==> config.mk <==
export PLATFORM = sky130hd
export DESIGN_NAME = ptp_bridge_dbg_avmm_arb
export DESIGN_NICKNAME = d
export VERILOG_FILES = /design/src/rtl/ptp_bridge_dbg_pkg.sv /design/src/rtl/ptp_bridge_dbg_rr_arb.sv /design/src/rtl/ptp_bridge_dbg_avmm_arb.sv
export SDC_FILE = /design/constraint.sdc
export NUM_CORES = 1
export LEC_CHECK = 0
export ABC_AREA = 0
export BUFFER_PORTS_ARGS = -buffer_cell sky130_fd_sc_hd__buf_2
export CORE_MARGIN = 3
export CORE_UTILIZATION = 25
export DETAILED_ROUTE_END_ITERATION = 10
export GPL_ROUTABILITY_DRIVEN = 0
export GPL_TIMING_DRIVEN = 1
export MAX_ROUTING_LAYER = met4
export PLACE_DENSITY = 0.58
export SLEW_MARGIN = 5
export SYNTH_ARGS = -nofsm -noshare
export SYNTH_HDL_FRONTEND = slang
export SYNTH_SLANG_ARGS = --single-unit
==> constraint.sdc <==
create_clock -name clk -period 5.3 [get_ports clk]
set_clock_uncertainty 0.1 [all_clocks]
set_input_delay 0 -clock clk [delete_from_list [all_inputs] [get_ports clk]]
set_output_delay 0 -clock clk [all_outputs]
set_load 0.01 [all_outputs]
==> src/rtl/ptp_bridge_dbg_pkg.sv <==
// rtl/ptp_bridge_dbg_pkg.sv - shared types and constants for the PTP bridge debug AVMM arbiter
package ptp_bridge_dbg_pkg;

    // Arbiter FSM: at most one downstream transaction in flight.
    typedef enum logic [1:0] {
        IDLE    = 2'd0,
        CMD     = 2'd1,
        RD_WAIT = 2'd2
    } state_t;

    // Read data returned to the requester when the downstream never answers.
    localparam logic [31:0] TIMEOUT_DATA = 32'hDEAD_BEEF;

endpackage

==> src/rtl/ptp_bridge_dbg_rr_arb.sv <==
// rtl/ptp_bridge_dbg_rr_arb.sv - two-way round-robin grant logic
//
// Ports:
//   req[1:0]   : request per requester
//   last       : index of the requester granted most recently
//   grant[1:0] : one-hot grant (all zero when nobody requests)
module ptp_bridge_dbg_rr_arb (
    input  logic [1:0] req,
    input  logic       last,
    output logic [1:0] grant
);

    // On a tie the requester that was not granted last wins.
    always_comb begin
        grant    = 2'b00;
        grant[0] = req[0] & (~req[1] | last);
        grant[1] = req[1] & (~req[0] | ~last);
    end

endmodule

==> src/rtl/ptp_bridge_dbg_avmm_arb.sv <==
// rtl/ptp_bridge_dbg_avmm_arb.sv - two-requester AVMM arbiter with read-response timeout
//
// Ports:
//   clk, rst                  : clock, asynchronous active-high reset
//   m0_* / m1_*               : upstream AVMM agents (address, read, write, writedata,
//                               byteenable in; waitrequest, readdata, readdatavalid out)
//   s_*                       : shared downstream AVMM port
//   timeout_err               : one-cycle pulse per read that timed out
module ptp_bridge_dbg_avmm_arb
    import ptp_bridge_dbg_pkg::*;
#(
    parameter int ADDR_WIDTH     = 16,
    parameter int DATA_WIDTH     = 32,
    parameter int TIMEOUT_CYCLES = 255
) (
    input  logic                    clk,
    input  logic                    rst,

    input  logic [ADDR_WIDTH-1:0]   m0_address,
    input  logic                    m0_read,
    input  logic                    m0_write,
    input  logic [DATA_WIDTH-1:0]   m0_writedata,
    input  logic [DATA_WIDTH/8-1:0] m0_byteenable,
    output logic                    m0_waitrequest,
    output logic [DATA_WIDTH-1:0]   m0_readdata,
    output logic                    m0_readdatavalid,

    input  logic [ADDR_WIDTH-1:0]   m1_address,
    input  logic                    m1_read,
    input  logic                    m1_write,
    input  logic [DATA_WIDTH-1:0]   m1_writedata,
    input  logic [DATA_WIDTH/8-1:0] m1_byteenable,
    output logic                    m1_waitrequest,
    output logic [DATA_WIDTH-1:0]   m1_readdata,
    output logic                    m1_readdatavalid,

    output logic [ADDR_WIDTH-1:0]   s_address,
    output logic                    s_read,
    output logic                    s_write,
    output logic [DATA_WIDTH-1:0]   s_writedata,
    output logic [DATA_WIDTH/8-1:0] s_byteenable,
    input  logic                    s_waitrequest,
    input  logic [DATA_WIDTH-1:0]   s_readdata,
    input  logic                    s_readdatavalid,

    output logic                    timeout_err
);

    localparam logic [15:0] CNT_LAST = 16'(TIMEOUT_CYCLES - 1);

    state_t                  state, state_next;
    logic [1:0]              req;
    logic [1:0]              grant;
    logic                    last;
    logic                    gnt_idx;
    logic                    is_read;
    logic [15:0]             cnt;
    logic                    accept;
    logic                    timeout_hit;
    logic [DATA_WIDTH-1:0]   rsp_data;

    logic [ADDR_WIDTH-1:0]   sel_address;
    logic                    sel_read;
    logic                    sel_write;
    logic [DATA_WIDTH-1:0]   sel_writedata;
    logic [DATA_WIDTH/8-1:0] sel_byteenable;

    assign req = {m1_read | m1_write, m0_read | m0_write};

    ptp_bridge_dbg_rr_arb u_rr_arb (
        .req   (req),
        .last  (last),
        .grant (grant)
    );

    // Command of whichever requester the arbiter picks this cycle.
    always_comb begin
        sel_address    = m0_address;
        sel_read       = m0_read;
        sel_write      = m0_write;
        sel_writedata  = m0_writedata;
        sel_byteenable = m0_byteenable;
        if (grant[1]) begin
            sel_address    = m1_address;
            sel_read       = m1_read;
            sel_write      = m1_write;
            sel_writedata  = m1_writedata;
            sel_byteenable = m1_byteenable;
        end
    end

    // The downstream accepts in the CMD cycle where it drops waitrequest;
    // the granted requester sees its own acceptance in that same cycle.
    assign accept         = (state == CMD) && !s_waitrequest;
    assign m0_waitrequest = !(accept && (gnt_idx == 1'b0));
    assign m1_waitrequest = !(accept && (gnt_idx == 1'b1));

    // Counter holds the number of completed RD_WAIT cycles, so the
    // timeout fires in the TIMEOUT_CYCLES-th RD_WAIT cycle.
    assign timeout_hit = (state == RD_WAIT) && (cnt == CNT_LAST);
    assign rsp_data    = s_readdatavalid ? s_readdata : DATA_WIDTH'(TIMEOUT_DATA);

    always_ff @(posedge clk or posedge rst) begin
        if (rst) begin
            state <= IDLE;
        end else begin
            state <= state_next;
        end
    end

    always_comb begin
        state_next = state;
        case (state)
            IDLE:    if (|req) state_next = CMD;
            CMD:     if (!s_waitrequest) state_next = is_read ? RD_WAIT : IDLE;
            RD_WAIT: if (s_readdatavalid || timeout_hit) state_next = IDLE;
            default: state_next = IDLE;
        endcase
    end

    always_ff @(posedge clk or posedge rst) begin
        if (rst) begin
            last             <= 1'b1;
            gnt_idx          <= 1'b0;
            is_read          <= 1'b0;
            cnt              <= '0;
            s_address        <= '0;
            s_read           <= 1'b0;
            s_write          <= 1'b0;
            s_writedata      <= '0;
            s_byteenable     <= '0;
            m0_readdata      <= '0;
            m1_readdata      <= '0;
            m0_readdatavalid <= 1'b0;
            m1_readdatavalid <= 1'b0;
            timeout_err      <= 1'b0;
        end else begin
            m0_readdatavalid <= 1'b0;
            m1_readdatavalid <= 1'b0;
            timeout_err      <= 1'b0;
            cnt              <= (state == RD_WAIT) ? cnt + 16'd1 : 16'd0;

            case (state)
                IDLE: begin
                    if (|req) begin
                        gnt_idx      <= grant[1];
                        last         <= grant[1];
                        s_address    <= sel_address;
                        s_writedata  <= sel_writedata;
                        s_byteenable <= sel_byteenable;
                        // A simultaneous read and write is treated as a read.
                        s_read       <= sel_read;
                        s_write      <= sel_write & ~sel_read;
                        is_read      <= sel_read;
                    end
                end
                CMD: begin
                    if (!s_waitrequest) begin
                        s_read  <= 1'b0;
                        s_write <= 1'b0;
                    end
                end
                RD_WAIT: begin
                    // Real data wins over a timeout expiring in the same cycle.
                    if (s_readdatavalid || timeout_hit) begin
                        if (gnt_idx) begin
                            m1_readdata      <= rsp_data;
                            m1_readdatavalid <= 1'b1;
                        end else begin
                            m0_readdata      <= rsp_data;
                            m0_readdatavalid <= 1'b1;
                        end
                        timeout_err <= ~s_readdatavalid;
                    end
                end
                default: ;
            endcase
        end
    end

endmodule

==> impl_results.html <==
<table>
<tr><th>Metric</th><th>Value</th></tr>
<tr><th colspan="2">Timing</th></tr>
<tr><td>RSZ-0062 raised after global routing</td><td>no</td></tr>
<tr><td>Share of the clock period used by the worst path after layout</td><td>between 50% and 60%</td></tr>
<tr><td>Time the final worst path needs with I/O delays and setup</td><td>2.79 ns</td></tr>
<tr><td>Final max-slew violation count</td><td>0</td></tr>
<tr><td>TNS Setup</td><td>0 ns</td></tr>
<tr><td>Final-report setup violation count</td><td>0</td></tr>
<tr><td>Relative slew slack</td><td>about a quarter</td></tr>
<tr><td>Slew @ Worst Pin</td><td>between 1 and 1.5 ns</td></tr>
<tr><td>Number of hold-slack violations in the final timing report</td><td>0</td></tr>
<tr><td>Highest achievable clock rate</td><td>359 MHz</td></tr>
<tr><th colspan="2">Run</th></tr>
<tr><td>Max-cap viol count</td><td>0</td></tr>
<tr><th colspan="2">Global routing</th></tr>
<tr><td>Wire length of the first global-routing pass</td><td>roughly 33,000 um</td></tr>
<tr><td>Pin count of the biggest net entering global routing</td><td>99</td></tr>
<tr><td>Antenna violations before repair</td><td>0</td></tr>
<tr><td>GR Overflow Total</td><td>0</td></tr>
<tr><td>Global routing usage summed across all routing layers</td><td>15.9%</td></tr>
<tr><td>Via count of the first global-routing pass</td><td>around 6,400</td></tr>
<tr><th colspan="2">Worst setup path</th></tr>
<tr><td>Largest fanout on the critical path</td><td>57</td></tr>
<tr><td>Slowest cell delay on critical path</td><td>around 0.94 ns</td></tr>
<tr><td>CP arrival</td><td>approximately 3.0 ns</td></tr>
<tr><td>Highest-delay cell along the critical path</td><td>or3_2</td></tr>
<tr><td>Critical Path Start Type</td><td>input pin</td></tr>
<tr><td>Crit path top cell by count</td><td>dlygate4sd3_1</td></tr>
<tr><td>Crit path cell chain</td><td>dlygate4sd3_1 &gt; buf_2 &gt; nor4_1 &gt; or3_2 &gt; a21oi_1 &gt; a2bb2oi_1 &gt; dlygate4sd3_1</td></tr>
<tr><td>Buf+Inv Stages, Crit Path</td><td>3</td></tr>
<tr><td>Reg-to-Reg Start</td><td>last</td></tr>
<tr><td>Critical path required time</td><td>about 5.6 ns</td></tr>
<tr><td>Critical R2R Capture</td><td>s_writedata[30]</td></tr>
<tr><td>R2r worst-path depth</td><td>5</td></tr>
<tr><td>Classification of the worst setup path</td><td>input pin to flop</td></tr>
<tr><td>Flop-to-flop setup slack</td><td>2.62 ns</td></tr>
<tr><td>Worst path top cell family by delay</td><td>simple AND/OR/NAND/NOR gates</td></tr>
<tr><td>Element type at the critical path end</td><td>flop</td></tr>
<tr><th colspan="2">Clocking</th></tr>
<tr><td>CTS clock-pin slew for the worst setup and hold paths</td><td>0.07 ns</td></tr>
<tr><td>Number of buffers inserted during clock tree synthesis</td><td>17</td></tr>
<tr><td>H-tree levels</td><td>4</td></tr>
<tr><td>Post-cts gate resize count</td><td>0</td></tr>
<tr><td>Insertion delay of the later-clocked pin in the worst-skew pair</td><td>between 0.4 and 0.5 ns</td></tr>
<tr><td>Largest buffer count on any clock path</td><td>2</td></tr>
<tr><td>Buffer type at the clock tree root</td><td>clkbuf_16</td></tr>
<tr><td>Clk sink count</td><td>142</td></tr>
<tr><td>CTS tree</td><td>built</td></tr>
<tr><th colspan="2">Status</th></tr>
<tr><td>Run status</td><td>complete, no violations</td></tr>
<tr><th colspan="2">Final layout</th></tr>
<tr><td>Finished layout cell area</td><td>0.00960 mm2</td></tr>
<tr><td>Multi-input gate area in the final layout</td><td>0.00226 mm2</td></tr>
<tr><td>Final nets</td><td>1,069</td></tr>
<tr><td>Final Instance Count excl. Fillers</td><td>1,255</td></tr>
<tr><td>Fillers</td><td>2,257</td></tr>
<tr><td>Fin util</td><td>40.7%</td></tr>
<tr><td>Sequential standard cell area</td><td>0.00355 mm2</td></tr>
<tr><td>Ant diodes</td><td>0</td></tr>
<tr><td>Fraction of final layout cells with drive strength greater than 1</td><td>between 30% and 40%</td></tr>
<tr><td>Layout area overhead</td><td>59.0%</td></tr>
<tr><th colspan="2">Synth</th></tr>
<tr><td>Per-instance average area after synthesis</td><td>roughly 11 um2</td></tr>
<tr><td>Share of Yosys cell area claimed by the top area cell type</td><td>58.4%</td></tr>
<tr><td>Number of synthesized flops with an enable pin</td><td>0</td></tr>
<tr><td>Post-synth top flop</td><td>dfrtp_1</td></tr>
<tr><td>Biggest area consumer among synthesized cells</td><td>dfrtp_1</td></tr>
<tr><td>Portion of the post-synthesis area used by sequential elements</td><td>58.8%</td></tr>
<tr><td>Cells taking the most area after synthesis</td><td>dfrtp_1 58%, a2bb2oi_1 14%, a21oi_1 4.6%, nand2_1 3.7%, a32o_1 2.7%</td></tr>
<tr><td>Most common cell in the synthesized netlist</td><td>dfrtp_1</td></tr>
<tr><td>Yosys Warn Count</td><td>0</td></tr>
<tr><td>Ys async rst share</td><td>100%</td></tr>
<tr><td>Cell types with the highest counts after synthesis</td><td>141 x dfrtp_1, 100 x a2bb2oi_1, 60 x nand2_1</td></tr>
<tr><td>Synthesized Nets</td><td>678</td></tr>
<tr><td>Seq cells post-synth</td><td>~140</td></tr>
<tr><td>Post-synthesis cell area</td><td>between 0.006 and 0.007 mm2</td></tr>
<tr><td>Synthesized instance count</td><td>~530</td></tr>
<tr><td>Count of cell types in the netlist</td><td>41</td></tr>
<tr><th colspan="2">Floorplanning</th></tr>
<tr><td>Core area</td><td>between 0.02 and 0.025 mm2</td></tr>
<tr><td>Initial Util</td><td>between 20% and 30%</td></tr>
<tr><td>IO Pins</td><td>about 270</td></tr>
<tr><td>Die footprint</td><td>about 0.026 mm2</td></tr>
<tr><td>Number of rows created at floorplan</td><td>between 50 and 60</td></tr>
<tr><td>Width of the die</td><td>between 150 and 200 um</td></tr>
<tr><td>Die height</td><td>~160 um</td></tr>
<tr><th colspan="2">Routing</th></tr>
<tr><td>Routed via count divided by cell count</td><td>4.73</td></tr>
<tr><td>Via count</td><td>between 5,000 and 6,000</td></tr>
<tr><td>DRT Pass-1 Iters</td><td>5</td></tr>
<tr><td>Violation count after the first detailed-routing iteration</td><td>around 440</td></tr>
<tr><td>Remaining routing DRC violations</td><td>0</td></tr>
<tr><td>Post-detailed-route wirelength per cell</td><td>between 15 and 20 um</td></tr>
<tr><td>Antenna-violating nets left</td><td>0</td></tr>
<tr><td>Drt total wl</td><td>just over 20,000 um</td></tr>
<tr><th colspan="2">Pwr</th></tr>
<tr><td>Design Power</td><td>0.00546 W</td></tr>
<tr><td>Power per cell area</td><td>around 570 mW/mm2</td></tr>
<tr><td>Pleak</td><td>between 4 and 5 nW</td></tr>
<tr><td>Maximum ir drop on the vdd rail</td><td>~0.19 mV</td></tr>
<tr><th colspan="2">Worst hold path</th></tr>
<tr><td>Kind of path behind the tightest hold check</td><td>input pin to flop</td></tr>
<tr><td>Worst Hold Path Cells</td><td>2</td></tr>
<tr><td>Hold wc startpoint</td><td>s_readdatavalid</td></tr>
<tr><td>Endpoint, Worst Hold</td><td>m0_readdata[22]</td></tr>
<tr><th colspan="2">Place</th></tr>
<tr><td>Final HPWL from detailed placement</td><td>between 10,000 and 15,000 um</td></tr>
<tr><td>Number of port buffers</td><td>~270</td></tr>
<tr><td>Instance area after placement</td><td>roughly 0.0076 mm2</td></tr>
<tr><td>Placed Cells</td><td>1,081</td></tr>
</table>
-- per-stage QoR --
step	hold slack, ns	worst slack (ns)
floorplan	0.0336	1.39
global placement	0.141	3.09
detailed placement	0.141	3.08
CTS	0.0269	2.61
global route	0.0435	2.37
finish	0.0493	2.51
-- worst reg2reg max path, stage by stage (launching register included) --
cell	delay, ns
dfstp_2	0.56
o21ai_0	0.12
nand2_2	0.81
nand2_1	0.28
a2bb2oi_1	0.19
dlygate4sd3_1	0.56
-- flip-flops by register name, summed over array words and instances, names as in the netlist --
register and flops:
state 2, gnt_idx 1, is_read 1, s_byteenable 4
timeout_err 1, m1_readdatavalid 1, cnt 16, s_write 1
m1_readdata 32, s_writedata 32, s_read 1, m0_readdatavalid 1
last 1, m0_readdata 32, s_address 16
-- worst max path at each step --
stage	startpoint	to	cells past startpoint
2_1_floorplan	rst	cnt[0]	1
3_3_place_gp	state[0]	m0_readdata[27]	6
3_5_place_dp	state[0]	m0_readdata[23]	6
4_1_cts	m0_write	s_writedata[28]	7
5_1_grt	m0_write	s_writedata[7]	7
6_report	m0_write	s_address[2]	7
-- area by class of cell --
class,instances,share of cell area (%)
flip-flops and latches,142,37.0
clock buffers,18,4.57
well taps,319,4.16
clock inverters,14,1.29
repair buffers,411,28.9
inverters,9,0.508
multi-input cells,342,23.6
-- cell families (layout without fill, tap and decap cells) --
family,count (synthesis),after routing,synth area share [%]
muxes,1,1,0.186
buffers and inverters,48,452,3.89
AOI/OAI and AO/OA,183,183,23.3
adders and majority gates,2,2,0.414
xor gates and xnor gates,13,13,1.88
and+or+nand+nor,143,143,11.5
DFF,142,142,58.8
-- repair_timing --
item	CTS	global route
hold buffers	142	0
endpoints found under the hold margin	216	0
setup buffers	0	0
-- layout by cell type (no fill, tap or decap), types with 2 or more instances in the layout --
cell,count
a2bb2oi_1,100
buf_4,3
nand2b_1,3
clkinv_4,2
nor2_8,2
and3_1,2
buf_2,266
xnor2_1,9
inv_8,5
nand2_1,59
nor4_1,6
o21ai_4,2
dlygate4sd3_1,142
clkbuf_16,17
o21ai_0,6
inv_1,6
inv_6,7
nand3_1,7
a32o_1,16
dfrtp_1,141
nand4_1,5
clkinv_2,3
a21oi_1,55
nor2_1,42
a22o_1,2
xor2_1,4
or3_1,2
nor3_1,4
ha_1,2
-- report_power, final --
part | switching, W | internal [W]
sequential | 0.000297 | 0.00157
combinational | 0.00112 | 0.00133
clock | 0.000515 | 0.000632
-- layer usage --
layer / track usage (%) / share of wire [%]
met1: 18.5 / 42
met2: 26.9 / 50
met3: 3.31 / 5.0
met4: 6.80 / 3.1
met5: - / 0
Power figures use the tool's default switching activity.
